--- src/rtl/imem_arbiter_if.sv ---
// Bus bundle between the CPU fetch/data ports, imem_arbiter and the single-port RAM.
// master = CPU core plus RAM side, slave = the arbiter.
interface imem_arbiter_if #(
    parameter int ADDR_WIDTH = 12
);
    logic                  i_req;
    logic [31:0]           i_addr;
    logic                  i_gnt;
    logic                  i_rvalid;
    logic [31:0]           i_rdata;
    logic                  i_err;

    logic                  d_req;
    logic                  d_we;
    logic [3:0]            d_be;
    logic [31:0]           d_addr;
    logic [31:0]           d_wdata;
    logic                  d_gnt;
    logic                  d_rvalid;
    logic [31:0]           d_rdata;
    logic                  d_err;

    logic                  mem_en;
    logic [3:0]            mem_we;
    logic [ADDR_WIDTH-1:0] mem_addr;
    logic [31:0]           mem_wdata;
    logic [31:0]           mem_rdata;

    modport master (
        output i_req, i_addr,
        input  i_gnt, i_rvalid, i_rdata, i_err,
        output d_req, d_we, d_be, d_addr, d_wdata,
        input  d_gnt, d_rvalid, d_rdata, d_err,
        input  mem_en, mem_we, mem_addr, mem_wdata,
        output mem_rdata
    );

    modport slave (
        input  i_req, i_addr,
        output i_gnt, i_rvalid, i_rdata, i_err,
        input  d_req, d_we, d_be, d_addr, d_wdata,
        output d_gnt, d_rvalid, d_rdata, d_err,
        output mem_en, mem_we, mem_addr, mem_wdata,
        input  mem_rdata
    );
endinterface

--- src/rtl/imem_arbiter.sv ---
// Fetch/data arbiter for one single-port RAM: D-over-I priority with an I starvation guard.
// IMEM_ARB_MISALIGN_CHK_EN: misaligned requests are granted but answered with err, no RAM access.
module imem_arbiter #(
    parameter int ADDR_WIDTH = 12,
    parameter int MAX_STALL  = 4
) (
    input  logic          clk,
    input  logic          rst_n,
    imem_arbiter_if.slave bus
);
    localparam logic [1:0] OWN_NONE = 2'd0;
    localparam logic [1:0] OWN_I    = 2'd1;
    localparam logic [1:0] OWN_DRD  = 2'd2;
    localparam logic [1:0] OWN_DWR  = 2'd3;

    logic                  ready_q;
    logic [3:0]            stall_cnt_q, stall_cnt_d;
    logic [1:0]            owner_q, owner_d;
    logic                  err_q, err_d;
    logic [31:0]           i_hold_q, d_hold_q;

    logic                  force_i;
    logic                  i_gnt, d_gnt, grant;
    logic                  misaligned;
    logic                  mem_en;
    logic [ADDR_WIDTH-1:0] sel_word;
    logic                  i_rvalid, d_rvalid;
    logic [31:0]           i_rdata, d_rdata;

    always_comb begin
        force_i  = (stall_cnt_q == 4'(MAX_STALL));
        d_gnt    = ready_q & bus.d_req & ~force_i;
        i_gnt    = ready_q & bus.i_req & (~bus.d_req | force_i);
        grant    = i_gnt | d_gnt;
        sel_word = d_gnt ? bus.d_addr[ADDR_WIDTH+1:2] : bus.i_addr[ADDR_WIDTH+1:2];
`ifdef IMEM_ARB_MISALIGN_CHK_EN
        misaligned = (d_gnt & (bus.d_addr[1:0] != 2'b00)) |
                     (i_gnt & (bus.i_addr[1:0] != 2'b00));
`else
        misaligned = 1'b0;
`endif
        mem_en = grant & ~misaligned;
    end

    assign bus.i_gnt     = i_gnt;
    assign bus.d_gnt     = d_gnt;
    assign bus.mem_en    = mem_en;
    assign bus.mem_addr  = mem_en ? sel_word : '0;
    assign bus.mem_we    = (mem_en & d_gnt & bus.d_we) ? bus.d_be : '0;
    assign bus.mem_wdata = mem_en ? bus.d_wdata : '0;

    always_comb begin
        owner_d = OWN_NONE;
        if (i_gnt) begin
            owner_d = OWN_I;
        end else if (d_gnt) begin
            owner_d = bus.d_we ? OWN_DWR : OWN_DRD;
        end
        err_d = misaligned;
    end

    // Counter saturates at MAX_STALL; the forced I grant itself clears it.
    always_comb begin
        stall_cnt_d = stall_cnt_q;
        if (!bus.i_req || i_gnt) begin
            stall_cnt_d = '0;
        end else if (ready_q && !force_i) begin
            stall_cnt_d = stall_cnt_q + 4'd1;
        end
    end

    always_ff @(posedge clk or negedge rst_n) begin
        if (!rst_n) begin
            ready_q     <= 1'b0;
            stall_cnt_q <= '0;
            owner_q     <= OWN_NONE;
            err_q       <= 1'b0;
        end else begin
            ready_q     <= 1'b1;
            stall_cnt_q <= stall_cnt_d;
            owner_q     <= owner_d;
            err_q       <= err_d;
        end
    end

    // RAM data is only present in the response cycle, so rdata passes it through
    // then and replays the captured copy afterwards.
    always_comb begin
        i_rvalid = (owner_q == OWN_I);
        d_rvalid = (owner_q == OWN_DRD) || (owner_q == OWN_DWR);
        i_rdata  = i_hold_q;
        d_rdata  = d_hold_q;
        if (i_rvalid) begin
            i_rdata = err_q ? '0 : bus.mem_rdata;
        end
        if (d_rvalid) begin
            d_rdata = (err_q || owner_q == OWN_DWR) ? '0 : bus.mem_rdata;
        end
    end

    always_ff @(posedge clk or negedge rst_n) begin
        if (!rst_n) begin
            i_hold_q <= '0;
            d_hold_q <= '0;
        end else begin
            if (i_rvalid) i_hold_q <= i_rdata;
            if (d_rvalid) d_hold_q <= d_rdata;
        end
    end

    assign bus.i_rvalid = i_rvalid;
    assign bus.d_rvalid = d_rvalid;
    assign bus.i_rdata  = i_rdata;
    assign bus.d_rdata  = d_rdata;
`ifdef IMEM_ARB_MISALIGN_CHK_EN
    assign bus.i_err    = i_rvalid & err_q;
    assign bus.d_err    = d_rvalid & err_q;
`else
    assign bus.i_err    = 1'b0;
    assign bus.d_err    = 1'b0;
`endif
endmodule

--- src/flat_wrapper.sv ---
// flat-port wrapper written by rule: the top's interface ports become plain ports
module imem_arbiter_flat 
#(
    parameter int ADDR_WIDTH = 12,
    parameter int MAX_STALL  = 4
)
  (clk, rst_n, bus_i_req, bus_i_addr, bus_i_gnt, bus_i_rvalid, bus_i_rdata, bus_i_err, bus_d_req, bus_d_we, bus_d_be, bus_d_addr, bus_d_wdata, bus_d_gnt, bus_d_rvalid, bus_d_rdata, bus_d_err, bus_mem_en, bus_mem_we, bus_mem_addr, bus_mem_wdata, bus_mem_rdata);
  imem_arbiter_if #(.ADDR_WIDTH(ADDR_WIDTH)) bus_i ();
  input  logic clk;
  input  logic rst_n;
  input wire logic [$bits(bus_i.i_req)-1:0] bus_i_req;
  input wire logic [$bits(bus_i.i_addr)-1:0] bus_i_addr;
  output wire logic [$bits(bus_i.i_gnt)-1:0] bus_i_gnt;
  output wire logic [$bits(bus_i.i_rvalid)-1:0] bus_i_rvalid;
  output wire logic [$bits(bus_i.i_rdata)-1:0] bus_i_rdata;
  output wire logic [$bits(bus_i.i_err)-1:0] bus_i_err;
  input wire logic [$bits(bus_i.d_req)-1:0] bus_d_req;
  input wire logic [$bits(bus_i.d_we)-1:0] bus_d_we;
  input wire logic [$bits(bus_i.d_be)-1:0] bus_d_be;
  input wire logic [$bits(bus_i.d_addr)-1:0] bus_d_addr;
  input wire logic [$bits(bus_i.d_wdata)-1:0] bus_d_wdata;
  output wire logic [$bits(bus_i.d_gnt)-1:0] bus_d_gnt;
  output wire logic [$bits(bus_i.d_rvalid)-1:0] bus_d_rvalid;
  output wire logic [$bits(bus_i.d_rdata)-1:0] bus_d_rdata;
  output wire logic [$bits(bus_i.d_err)-1:0] bus_d_err;
  output wire logic [$bits(bus_i.mem_en)-1:0] bus_mem_en;
  output wire logic [$bits(bus_i.mem_we)-1:0] bus_mem_we;
  output wire logic [$bits(bus_i.mem_addr)-1:0] bus_mem_addr;
  output wire logic [$bits(bus_i.mem_wdata)-1:0] bus_mem_wdata;
  input wire logic [$bits(bus_i.mem_rdata)-1:0] bus_mem_rdata;
  assign bus_i.i_req = bus_i_req;
  assign bus_i.i_addr = bus_i_addr;
  assign bus_i_gnt = bus_i.i_gnt;
  assign bus_i_rvalid = bus_i.i_rvalid;
  assign bus_i_rdata = bus_i.i_rdata;
  assign bus_i_err = bus_i.i_err;
  assign bus_i.d_req = bus_d_req;
  assign bus_i.d_we = bus_d_we;
  assign bus_i.d_be = bus_d_be;
  assign bus_i.d_addr = bus_d_addr;
  assign bus_i.d_wdata = bus_d_wdata;
  assign bus_d_gnt = bus_i.d_gnt;
  assign bus_d_rvalid = bus_i.d_rvalid;
  assign bus_d_rdata = bus_i.d_rdata;
  assign bus_d_err = bus_i.d_err;
  assign bus_mem_en = bus_i.mem_en;
  assign bus_mem_we = bus_i.mem_we;
  assign bus_mem_addr = bus_i.mem_addr;
  assign bus_mem_wdata = bus_i.mem_wdata;
  assign bus_i.mem_rdata = bus_mem_rdata;
  imem_arbiter #(.ADDR_WIDTH(ADDR_WIDTH), .MAX_STALL(MAX_STALL)) u_core (.clk(clk), .rst_n(rst_n), .bus(bus_i));
endmodule
--- config.mk ---
export PLATFORM = sky130hd
export DESIGN_NAME = imem_arbiter_flat
export DESIGN_NICKNAME = d
export VERILOG_FILES = /design/src/rtl/imem_arbiter_if.sv /design/src/rtl/imem_arbiter.sv /design/src/flat_wrapper.sv
export SDC_FILE = /design/constraint.sdc
export NUM_CORES = 1
export LEC_CHECK = 0
export CAP_MARGIN = 20
export CORE_UTILIZATION = 30
export CTS_BUF_LIST = sky130_fd_sc_hd__clkbuf_2 sky130_fd_sc_hd__clkbuf_4 sky130_fd_sc_hd__clkbuf_8
export DETAILED_ROUTE_END_ITERATION = 10
export MAX_ROUTING_LAYER = met4
export PLACE_DENSITY_LB_ADDON = 0.3
export SYNTH_ARGS = -nofsm -noshare
export SYNTH_HDL_FRONTEND = slang
export SYNTH_SLANG_ARGS = --single-unit
--- constraint.sdc ---
create_clock -name clk -period 4.9 [get_ports clk]
set_clock_uncertainty 0.15 [all_clocks]
set_input_delay 0.98 -clock clk [delete_from_list [all_inputs] [get_ports clk]]
set_output_delay 0.98 -clock clk [all_outputs]
set_load 0.03 [all_outputs]
==> results.ini <==
[outcome]
outcome=complete, no violations

[final_layout]
fin_area_um2=6350
fill_cells=1228
antenna_cells=0
drive_gt1_frac=0.173
stdcell_count=760
fin_nets=723
syn2layout_area_growth_pct=63.1

[setup_path]
startpoint_type=input pin
crit_start=bus_d_req
required_ns=3.77
path_cells=clkdlybuf4s50_1, nand2_1, o21ai_2, and2_1, clkdlybuf4s50_1
r2r_slack_ns=2.55
crit_slowest_cell=o21ai_2
arrival_ns=3.43
reg2regPathDepth=3
crit_fanout=33
critical_path_class=input pin to output port
worst_path_largest_cell_delay_ns=0.75
critPathTopFamily=buffers and inverters
cp-end-kind=output port
r2r-start=u_core.owner_q[1]
worstReg2RegEnd=u_core.i_hold_q[0]
path_buf_inv=2
path_common_cell=clkdlybuf4s50_1

[global_route]
grt_max_degree=72
gr-total-overflow=0
grt_pass1_vias=3414
grt_use_total=0.159
antenna_found_initial=0
grt_pass1_wl_um=16000

[timing]
period_share=0.930
fin_setup_tns_ns=0
relSlewSlack=0.347
setup_violations=0
max_freq_mhz=219
whs_ns=0.358
worstMarginPinSlew_ns=0.980
slew_viol_final=0
hold_viol=0
rsz0062_at_grt=false
layout_min_cycle_time_ns=4.56

[route]
drtIter0Drc=196
drt_pre_antenna_iters=4
drc=0
antenna_left=0
wl_per_cell_um=13.8
via_count=3538
vias_per_cell=4.66
drt_wl_total_um=10500

[clock_tree]
cts_buffer_depth=2
cts_resized=0
worstSkewPairLatency_ns=0.34
cts_hold_buf=0
cts_buffers=9
cts_setup_buffers=0
root_buffer=clkbuf_8
tritoncts=built
numClockSinks=71
htreeDepth=3
clk_pin_slew_ns=0.07

[synthesis]
synth_top_family_by_area=multiplexers
yosysWarningCount=0
syn_area_um2=3900
synthSimpleGateAreaFrac=0.143
muxShareOfSynthArea=0.224
ys_ff_latch=71
synth_compound_gate_area_share=0.0967
synthAdderAreaFrac=0.00642
synth_xor_area_frac=0
synth_cells=384
syn_avg_cell_area_um2=10.1
seq_area_frac_synth=0.456
synth.distinct_cells=31

[min_path]
min_path_type=register to register
whs_path_depth=1
min_from=u_core.i_hold_q[18]
holdPathEnd=u_core.i_hold_q[18]

[floorplan]
dieArea_um2=13400
core_um2=12600
start_util=0.309
die-height_um=116
ios=256
row_count=41
die_w_um=116

[placed_design]
port_buffers=213
place_area_um2=6140
hpwlAfterDp_um=7680
gp_congestion=0.734
dp.cells=745

[power_and_ir_drop]
ir_drop_mv=0.109
total_power_mw=2.08
cellPowerDensity_nw_per_um2=328
p_leak_nw=2.62

[job]
drv_cap=0

[registers in the layout, indices dropped and copies added, names as in the netlist]
name and cells:
u_core.d_hold_q 32, u_core.i_hold_q 32, u_core.stall_cnt_q 4, u_core.owner_q 2
u_core.ready_q 1
[stage by stage]
| step | setup slack [ns] | util |
|---|---|---|
| floorplan | 1.82 | - |
| global placement | 0.371 | 0.486 |
| detailed placement | 0.299 | 0.486 |
| CTS | 0.292 | 0.503 |
| global route | 0.0904 | 0.503 |
| finish | 0.344 | 0.503 |
[kinds of logic (layout without fill, tap and decap cells)]
family          count (synthesis)  count (layout)
compound gates                 70              70
fa+ha+maj                       2               2
buf+inv                        63             266
flops                          71              71
mux                            76              76
other cells                     2               3
simple gates                  100             100
[layer usage]
layer / routed length (um) / global-route usage / vias up
li1: - / - / 1680
met1: 4310 / 0.182 / 1700
met2: 5310 / 0.269 / 145
met3: 794 / 0.0455 / 13
met4: 109 / 0.0427 / 0
met5: 0 / - / -
[Yosys cell counts]
master | count | share of area
nand3_1 | 1 | 0.0013
clkbuf_2 | 2 | 0.0026
o32ai_1 | 1 | 0.0022
a31oi_1 | 1 | 0.0016
and3b_4 | 1 | 0.0032
nand4_1 | 1 | 0.0016
nand2_1 | 36 | 0.035
dfrtp_1 | 71 | 0.46
o21ai_2 | 1 | 0.0022
o41ai_1 | 1 | 0.0022
clkbuf_1 | 9 | 0.0087
and3_1 | 16 | 0.026
buf_2 | 9 | 0.012
nand4b_1 | 2 | 0.0045
a221oi_2 | 1 | 0.0039
inv_1 | 35 | 0.034
mux2_4 | 4 | 0.015
nor2_8 | 1 | 0.0051
and2_1 | 33 | 0.053
nand2b_1 | 2 | 0.0032
nor2b_1 | 2 | 0.0032
or3_1 | 2 | 0.0032
ha_1 | 2 | 0.0064
buf_6 | 1 | 0.0029
nand3b_1 | 1 | 0.0019
nor2_1 | 2 | 0.0019
mux2_2 | 72 | 0.21
o21ai_0 | 64 | 0.082
conb_1 | 2 | 0.0019
o2bb2ai_1 | 1 | 0.0022
buf_4 | 7 | 0.013
[how the worst max path moves through the flow]
stage | end | cells past startpoint
floorplan | bus_mem_wdata[22] | 4
global placement | bus_mem_wdata[23] | 5
detailed placement | bus_mem_wdata[23] | 5
CTS | bus_mem_wdata[23] | 5
global route | bus_mem_wdata[27] | 5
finish | bus_mem_wdata[23] | 5
[area by class of cell]
cell class / count / area (um^2) / area share
clock buffers: 10 / 131 / 0.0207
clock inverters: 5 / 83.8 / 0.0132
inverters: 35 / 131 / 0.0207
multi-input cells: 251 / 1850 / 0.291
flip-flops and latches: 71 / 1780 / 0.280
well taps: 172 / 215 / 0.0339
repair buffers: 216 / 2160 / 0.341
[power by group]
group | internal, mW | switching (mW)
combinational | 0.405 | 0.438
sequential | 0.681 | 0.0466
clock | 0.291 | 0.223
total | 1.38 | 0.708
[layout by cell type, fill, tap and decap left out, types with 4 or more instances in the layout]
cell | synthesis | routed
inv_1 | 35 | 35
and2_1 | 33 | 33
and3_1 | 16 | 16
nand2_1 | 36 | 36
clkbuf_8 | 0 | 9
o21ai_0 | 64 | 64
mux2_2 | 72 | 72
clkdlybuf4s50_1 | 0 | 212
dfrtp_1 | 71 | 70
mux2_4 | 4 | 4
(Power assumes the default switching activity.)
